[config.mk]
export PLATFORM = sky130hd
export DESIGN_NAME = sync_debounce
export DESIGN_NICKNAME = d
export VERILOG_FILES = /design/src/rtl/sync_debounce.sv
export SDC_FILE = /design/constraint.sdc
export NUM_CORES = 1
export LEC_CHECK = 0
export ABC_AREA = 1
export CAP_MARGIN = 15
export CORE_MARGIN = 2
export CORE_UTILIZATION = 52
export DETAILED_ROUTE_END_ITERATION = 8
export PLACE_DENSITY_LB_ADDON = 0.25
export SETUP_SLACK_MARGIN = 0.1
export SLEW_MARGIN = 5
export SYNTH_ARGS = -nofsm -noshare
export SYNTH_HDL_FRONTEND = slang
export SYNTH_SLANG_ARGS = --single-unit
[constraint.sdc]
create_clock -name clk -period 1.8 [get_ports clk]
set_input_delay 0.36 -clock clk [delete_from_list [all_inputs] [get_ports clk]]
set_output_delay 0.36 -clock clk [all_outputs]
set_load 0.02 [all_outputs]
[src/rtl/sync_debounce.sv]
// Input conditioning: multi-flop synchroniser followed by a counter-based
// debounce FSM that yields a clean level, a stable flag and a glitch count.
module sync_debounce #(
   parameter int SYNC_STAGES     = 2,
   parameter int DEBOUNCE_CYCLES = 4,
   parameter bit INIT_LEVEL      = 1'b0
) (
   input  logic       clk,
   input  logic       rst,
   input  logic       in,
   input  logic       glitch_clr,
   output logic       out,
   output logic       stable,
   output logic [7:0] glitch_cnt
);

   localparam int CNT_W = ($clog2(DEBOUNCE_CYCLES) > 1) ? $clog2(DEBOUNCE_CYCLES) : 1;
   localparam logic [CNT_W-1:0] CNT_LAST = CNT_W'(DEBOUNCE_CYCLES - 1);

   typedef enum logic [1:0] {
      STABLE_LO = 2'b00,
      CHECK_HI  = 2'b01,
      STABLE_HI = 2'b11,
      CHECK_LO  = 2'b10
   } state_t;

   state_t                 state_q, state_d;
   logic [CNT_W-1:0]       cnt_q, cnt_d;
   logic                   out_d;
   logic                   glitch;
   logic [SYNC_STAGES-1:0] sync_q;
   logic                   s;

   // Synchroniser chain; only the last stage is ever observed.
   always_ff @(posedge clk or negedge rst) begin
      if (!rst) sync_q <= {SYNC_STAGES{INIT_LEVEL}};
      else      sync_q <= {sync_q[SYNC_STAGES-2:0], in};
   end

   assign s = sync_q[SYNC_STAGES-1];

   always_ff @(posedge clk or negedge rst) begin
      if (!rst) begin
         state_q <= INIT_LEVEL ? STABLE_HI : STABLE_LO;
         cnt_q   <= '0;
         out     <= INIT_LEVEL;
      end else begin
         state_q <= state_d;
         cnt_q   <= cnt_d;
         out     <= out_d;
      end
   end

   // A bounce in CHECK always falls back to the originating STABLE state.
   always_comb begin
      state_d = state_q;
      cnt_d   = cnt_q;
      out_d   = out;
      glitch  = 1'b0;
      case (state_q)
         STABLE_LO: begin
            if (s) begin
               state_d = CHECK_HI;
               cnt_d   = '0;
            end
         end
         CHECK_HI: begin
            if (!s) begin
               state_d = STABLE_LO;
               glitch  = 1'b1;
            end else if (cnt_q == CNT_LAST) begin
               state_d = STABLE_HI;
               out_d   = 1'b1;
            end else begin
               cnt_d = cnt_q + CNT_W'(1);
            end
         end
         STABLE_HI: begin
            if (!s) begin
               state_d = CHECK_LO;
               cnt_d   = '0;
            end
         end
         CHECK_LO: begin
            if (s) begin
               state_d = STABLE_HI;
               glitch  = 1'b1;
            end else if (cnt_q == CNT_LAST) begin
               state_d = STABLE_LO;
               out_d   = 1'b0;
            end else begin
               cnt_d = cnt_q + CNT_W'(1);
            end
         end
         default: begin
            state_d = STABLE_LO;
            cnt_d   = '0;
         end
      endcase
   end

   assign stable = (state_q == STABLE_LO) || (state_q == STABLE_HI);

   // Clear has priority over a coincident glitch; count saturates at 255.
   always_ff @(posedge clk or negedge rst) begin
      if (!rst)                             glitch_cnt <= '0;
      else if (glitch_clr)                  glitch_cnt <= '0;
      else if (glitch && glitch_cnt != '1)  glitch_cnt <= glitch_cnt + 8'd1;
   end

endmodule

==> qor.txt <==
DRC Markers: 0
DR iter-0 viols: 26
Clock Path Buffers: 2
Startpoint types: flop
Routability cong.: 0.809
Clock Skews: 0.00422 ns
Prevailing post-synth register cell: dfrtp_1
Hold Path Depth: 0
Critical path startpoint: state_q[1]
Hold path startpoint: sync_q[0]
Yosys cell types: 16
Top cell type's share of synthesized area: 0.384
Grt total ovfl: 0
PwrDens: 1070 nW/um^2
Crit path DAT: 1.24 ns
Final setup viols: 0
Share of cells above drive strength 1: 0.118
Worst Path Buf+Inv: 3
Total number of vias: 913
Peak supply drop: 0.000987 V
Tot GR Track Use: 0.214
Post-Route WL: 1950 um
HPWL Detailed: 1500 um
Die area: 2240 um^2
Die width: 47.4 um
Worst reg-to-reg setup slack: 0.29 ns
Fin crit share: 0.888
Status: finished, final reports clean
Number of global-route vias before repair: 760
Largest net degree at the start of global routing: 16
Leak: 0.704 nW
Max frequency: 626 MHz
Mapped cell area: 978 um^2
Mean post-synth cell area: 7.53 um^2
Seq/Total Area, Yosys: 0.384
Pre-antenna DRT Iters: 5
Die Height: 47.4 um
Rel. slew slack: 0.843
Fin Setup TNS: 0 ns
Post-Synthesis Cells: 130
CTS Hold Bufs: 0
Post-CTS Resized: 6
Crit Path Max Fanout: 3
Area grow syn2layout: 23.4%
Min-Delay Endpoint: sync_q[1]
Yosys reg bits: 15
Clk Latency, worst-skew pair: 0.28 ns
Crit path max-delay family: flip-flops
H-tree depth: 1
Initial antenna violation count: 0
Area leader, netlist: dfrtp_1
Port bufs: 13
Critical path cell sequence: inv_1 > ha_1 > inv_1 > buf_2
# IOs: 14
Max-slew violation count: 0
Reg-to-reg endpoint: cnt_q[0]
Worst Setup End Kind: output pin
# clock sinks: 15
Post-synth top cells: nand2_1 (48), dfrtp_1 (15), inv_1 (13)
Final instance area: 1210 um^2
Ys async rst share: 1.00
Routed vias/inst: 5.16
Crit Path Class: flop to output pin
Top cells by area, synth: dfrtp_1 (38%), nand2_1 (18%), ha_1 (12%), nand3_1 (5.6%), inv_1 (5.0%)
ANT nets after route: 0
Most frequent cell after synthesis: nand2_1
EDFF count, synth: 0
Wire per inst: 11.0 um
Final Critical Period: 1.60 ns
CTS buffer count: 3
Slowest CP cell: dfrtp_1
Number of max-cap violations: 0
Pre-CTS setup slack: 0.0726 ns
Post-Place Cell Area: 1180 um^2
Final net count: 166
Worst Hold Class: flop to flop
Antenna cells: 0
Clock Tree Root: clkbuf_4
Clock transition at path regs: 0.09 ns
Final Hold Viols: 0
R2R cell count: 8
First-pass GRT wire length: 3210 um
Synth warn: 0
Postcts setup bufs: 0
FP Rows: 15
RSZ-0062 raised after global routing: yes
CP max stage delay: 0.39 ns
Most used cell, CP: inv_1
Critical path required time: 1.44 ns
Core ar.: 1750 um^2
RR Startpoint: state_q[1]
Syn_nets: 143
TritonCTS clock tree: built
Final setup margin: 0.202 ns
Initial core utilization: 0.561
Worst-Margin Slew: 0.234 ns
-- layout by cell type, fill, tap and decap left out, types with 2 or more instances in the layout --
cell type         n
nor2_1            9
o21ai_0           7
nor2_4            3
nand4_1           3
a21oi_1           2
nand2_2           3
dfrtp_1          15
dlygate4sd2_1     3
clkbuf_4          3
dlymetal6s2s_1    5
inv_1            13
buf_4             5
clkdlybuf4s50_1   4
ha_1              9
o21bai_1          3
nand2_1          48
nand3_1          11
-- worst max path at each step --
stage / cells after the start / slack (ns) / to
2_1_floorplan: 7 / 0.42 / glitch_cnt[5]
3_3_place_gp: 4 / 0.10 / stable
3_5_place_dp: 4 / 0.07 / stable
4_1_cts: 4 / 0.09 / stable
5_1_grt: 4 / 0.09 / stable
6_report: 4 / 0.20 / stable
-- area by class of cell --
class	count	area, um^2
clock buffer	4	26.3
fill	160	538
inverter	14	52.6
multi-input combinational	101	551
sequential	15	375
tap	25	31.3
timing repair buffer	18	171
-- worst reg2reg max path: stages, from the launching register on --
cell and delay (ns):
dfrtp_1 0.39, inv_1 0.10, ha_1 0.24, buf_4 0.15
nand2_1 0.05, nand3_1 0.11, nor2_2 0.15, o21ai_0 0.10
o21a_1 0.11
-- metrics by stage --
stage | util | power [mW] | hold WS [ns] | instances
floorplan | - | 0.871 | 0.0644 | 130
global placement | 0.675 | 1.10 | 0.335 | 173
detailed placement | 0.675 | 1.13 | 0.346 | 173
CTS | 0.688 | 1.31 | 0.367 | 177
global route | 0.692 | 1.40 | 0.383 | 177
finish | 0.692 | 1.29 | 0.367 | 177
-- registers in the layout, indices dropped and copies added, names as in the netlist --
name	flops
cnt_q	2
state_q	2
glitch_cnt	8
sync_q	2
out	1
-- report_power, final --
| part | leakage, nW | internal, mW | switching (mW) |
|---|---|---|---|
| combinational | 0.493 | 0.270 | 0.370 |
| clock | 0.0150 | 0.0860 | 0.107 |
| sequential | 0.196 | 0.403 | 0.0507 |
| total | 0.704 | 0.759 | 0.528 |
-- logic make-up (layout without fill, tap and decap cells) --
group,Yosys count,count (layout),synth area share
adders and majority gates,9,9,0.115
buffers and inverters,14,36,0.0537
and+or+nand+nor,78,78,0.354
AOI/OAI and AO/OA,14,14,0.0934
DFF,15,15,0.384
-- metal layers --
| layer | GRT usage | share of wire |
|---|---|---|
| met4 | 0.122 | 0.015 |
| met2 | 0.305 | 0.45 |
| met1 | 0.291 | 0.50 |
| met3 | 0.0577 | 0.039 |
| met5 | 0 | 0 |
Power figures use the tool's default switching activity.
==> edit (config.mk and constraints unchanged) <==
`DEBOUNCE_CYCLES`: 4 -> 8.
--- a/src/rtl/sync_debounce.sv
+++ b/src/rtl/sync_debounce.sv
@@ -4,3 +4,3 @@
    parameter int SYNC_STAGES     = 2,
-   parameter int DEBOUNCE_CYCLES = 4,
+   parameter int DEBOUNCE_CYCLES = 8,
    parameter bit INIT_LEVEL      = 1'b0
Behaviour: not the same (a bounded check fails within 10 cycles, from zero or initial values and one cycle with rst low).
==> edit against the unedited design <==
  * Area after synthesis is 6.0% higher
  * Wire length is 3.1% higher
  * Total power is 15% higher
  * Sequential power is 4% higher
  * Design area is 5.8% higher
  * Synthesized cell count is 5.4% higher
  * Sequential cell count is 1 higher
  * Clock skew is 9.0 ps higher
  * Critical path depth stayed put
  * Setup slack worse by 60 ps
==> edit: results (changes against the unedited design) <==
metric,value,unit,change
Placement Setup Slack,76.5,ps,was 72.6 ps
largest net degree at the start of global routing,17,,was 16
Synth Area in Compound Gates,8.56,%,was 9.34%
fraction of standard cell area in multi-input logic,44.6,%,was 45.6%
"Seq/Total Area, Yosys",38.6,%,was 38.4%
setup slack on the worst flop-to-flop path,350,ps,was 290 ps
routed length on met2,938,um,was 875 um
cells after synthesis,137,,was 130
reg2reg start,state_q[0]$_DFFE_PN0P_,,was state_q[1]$_DFFE_PN0P_
seq_cells,16,,was 15
Static Leak,0.718,nW,was 0.704 nW
die area,2370,um^2,was 2240 um^2
Cells after DPL,182,,was 173
Vias,954,,was 913
Routed WL,2.01,mm,was 1.95 mm
clock skew,13.2,ps,was 4.22 ps
min-delay worst type,in -> async,,was reg -> reg
share of post-route cells with drive strength above 1,15.7,%,was 11.8%
Fillers,171,,was 160
Final min period,1660,ps,was 1600 ps
synth cell count leaders,"nand2_1, dfrtp_1, inv_1",,unchanged
"Arr. time, crit path",1300,ps,was 1240 ps
status,completed,,unchanged
drt pass-1 iters,4,,was 5
worst r2r dst,state_q[1]$_DFFE_PN0P_,,was cnt_q[0]$_DFFE_PN0P_
worst rel slew slack,80.5,%,was 84.3%
grt met3 use,4.32,%,was 5.77%
Final non-clock buffer share,13.3,%,was 14.2%
Fin Hold WS,368,ps,was 367 ps
Met3 Wirelength,101,um,was 75 um
multi-input gates,103,,was 101
Placer Congestion,0.857,,was 0.809
HPWL after detailed placement,1.51,mm,was 1.50 mm
inverters,18,,was 14
Non-Filler Instances,186,,was 177
final net count,174,,was 166
==> edit: cell count changes after synthesis, sizes merged <==
cell,unedited run,this run
ha,9,10
nor2,13,16
or2,0,2
inv,14,17
o21a,1,0
nor3,0,1
a21boi,0,1
nand2,51,44
clkinv,0,1
dfrtp,15,16
o21ai,7,9
nand4,3,2
a21oi,3,2
nand3,11,13
==> edit: kinds of logic (layout without fill, tap and decap cells) <==
group	count (synthesis)	after routing
simple gates	78	78
buf+inv	18	40
flops	16	16
fa+ha+maj	10	10
compound gates	15	15
==> edit: repair_timing <==
action,CTS,global route
hold endpoints to repair,0,0
resized for setup,8,4
setup endpoints to repair,6,4
==> edit: report_power, final <==
| group | switching (W) | total (W) | leakage (nW) | internal, W |
|---|---|---|---|---|
| logic | 0.000448 | 0.000770 | 0.484 | 0.000323 |
| clock network | 0.000114 | 0.000237 | 0.0210 | 0.000123 |
| registers | 0.0000483 | 0.000471 | 0.213 | 0.000423 |
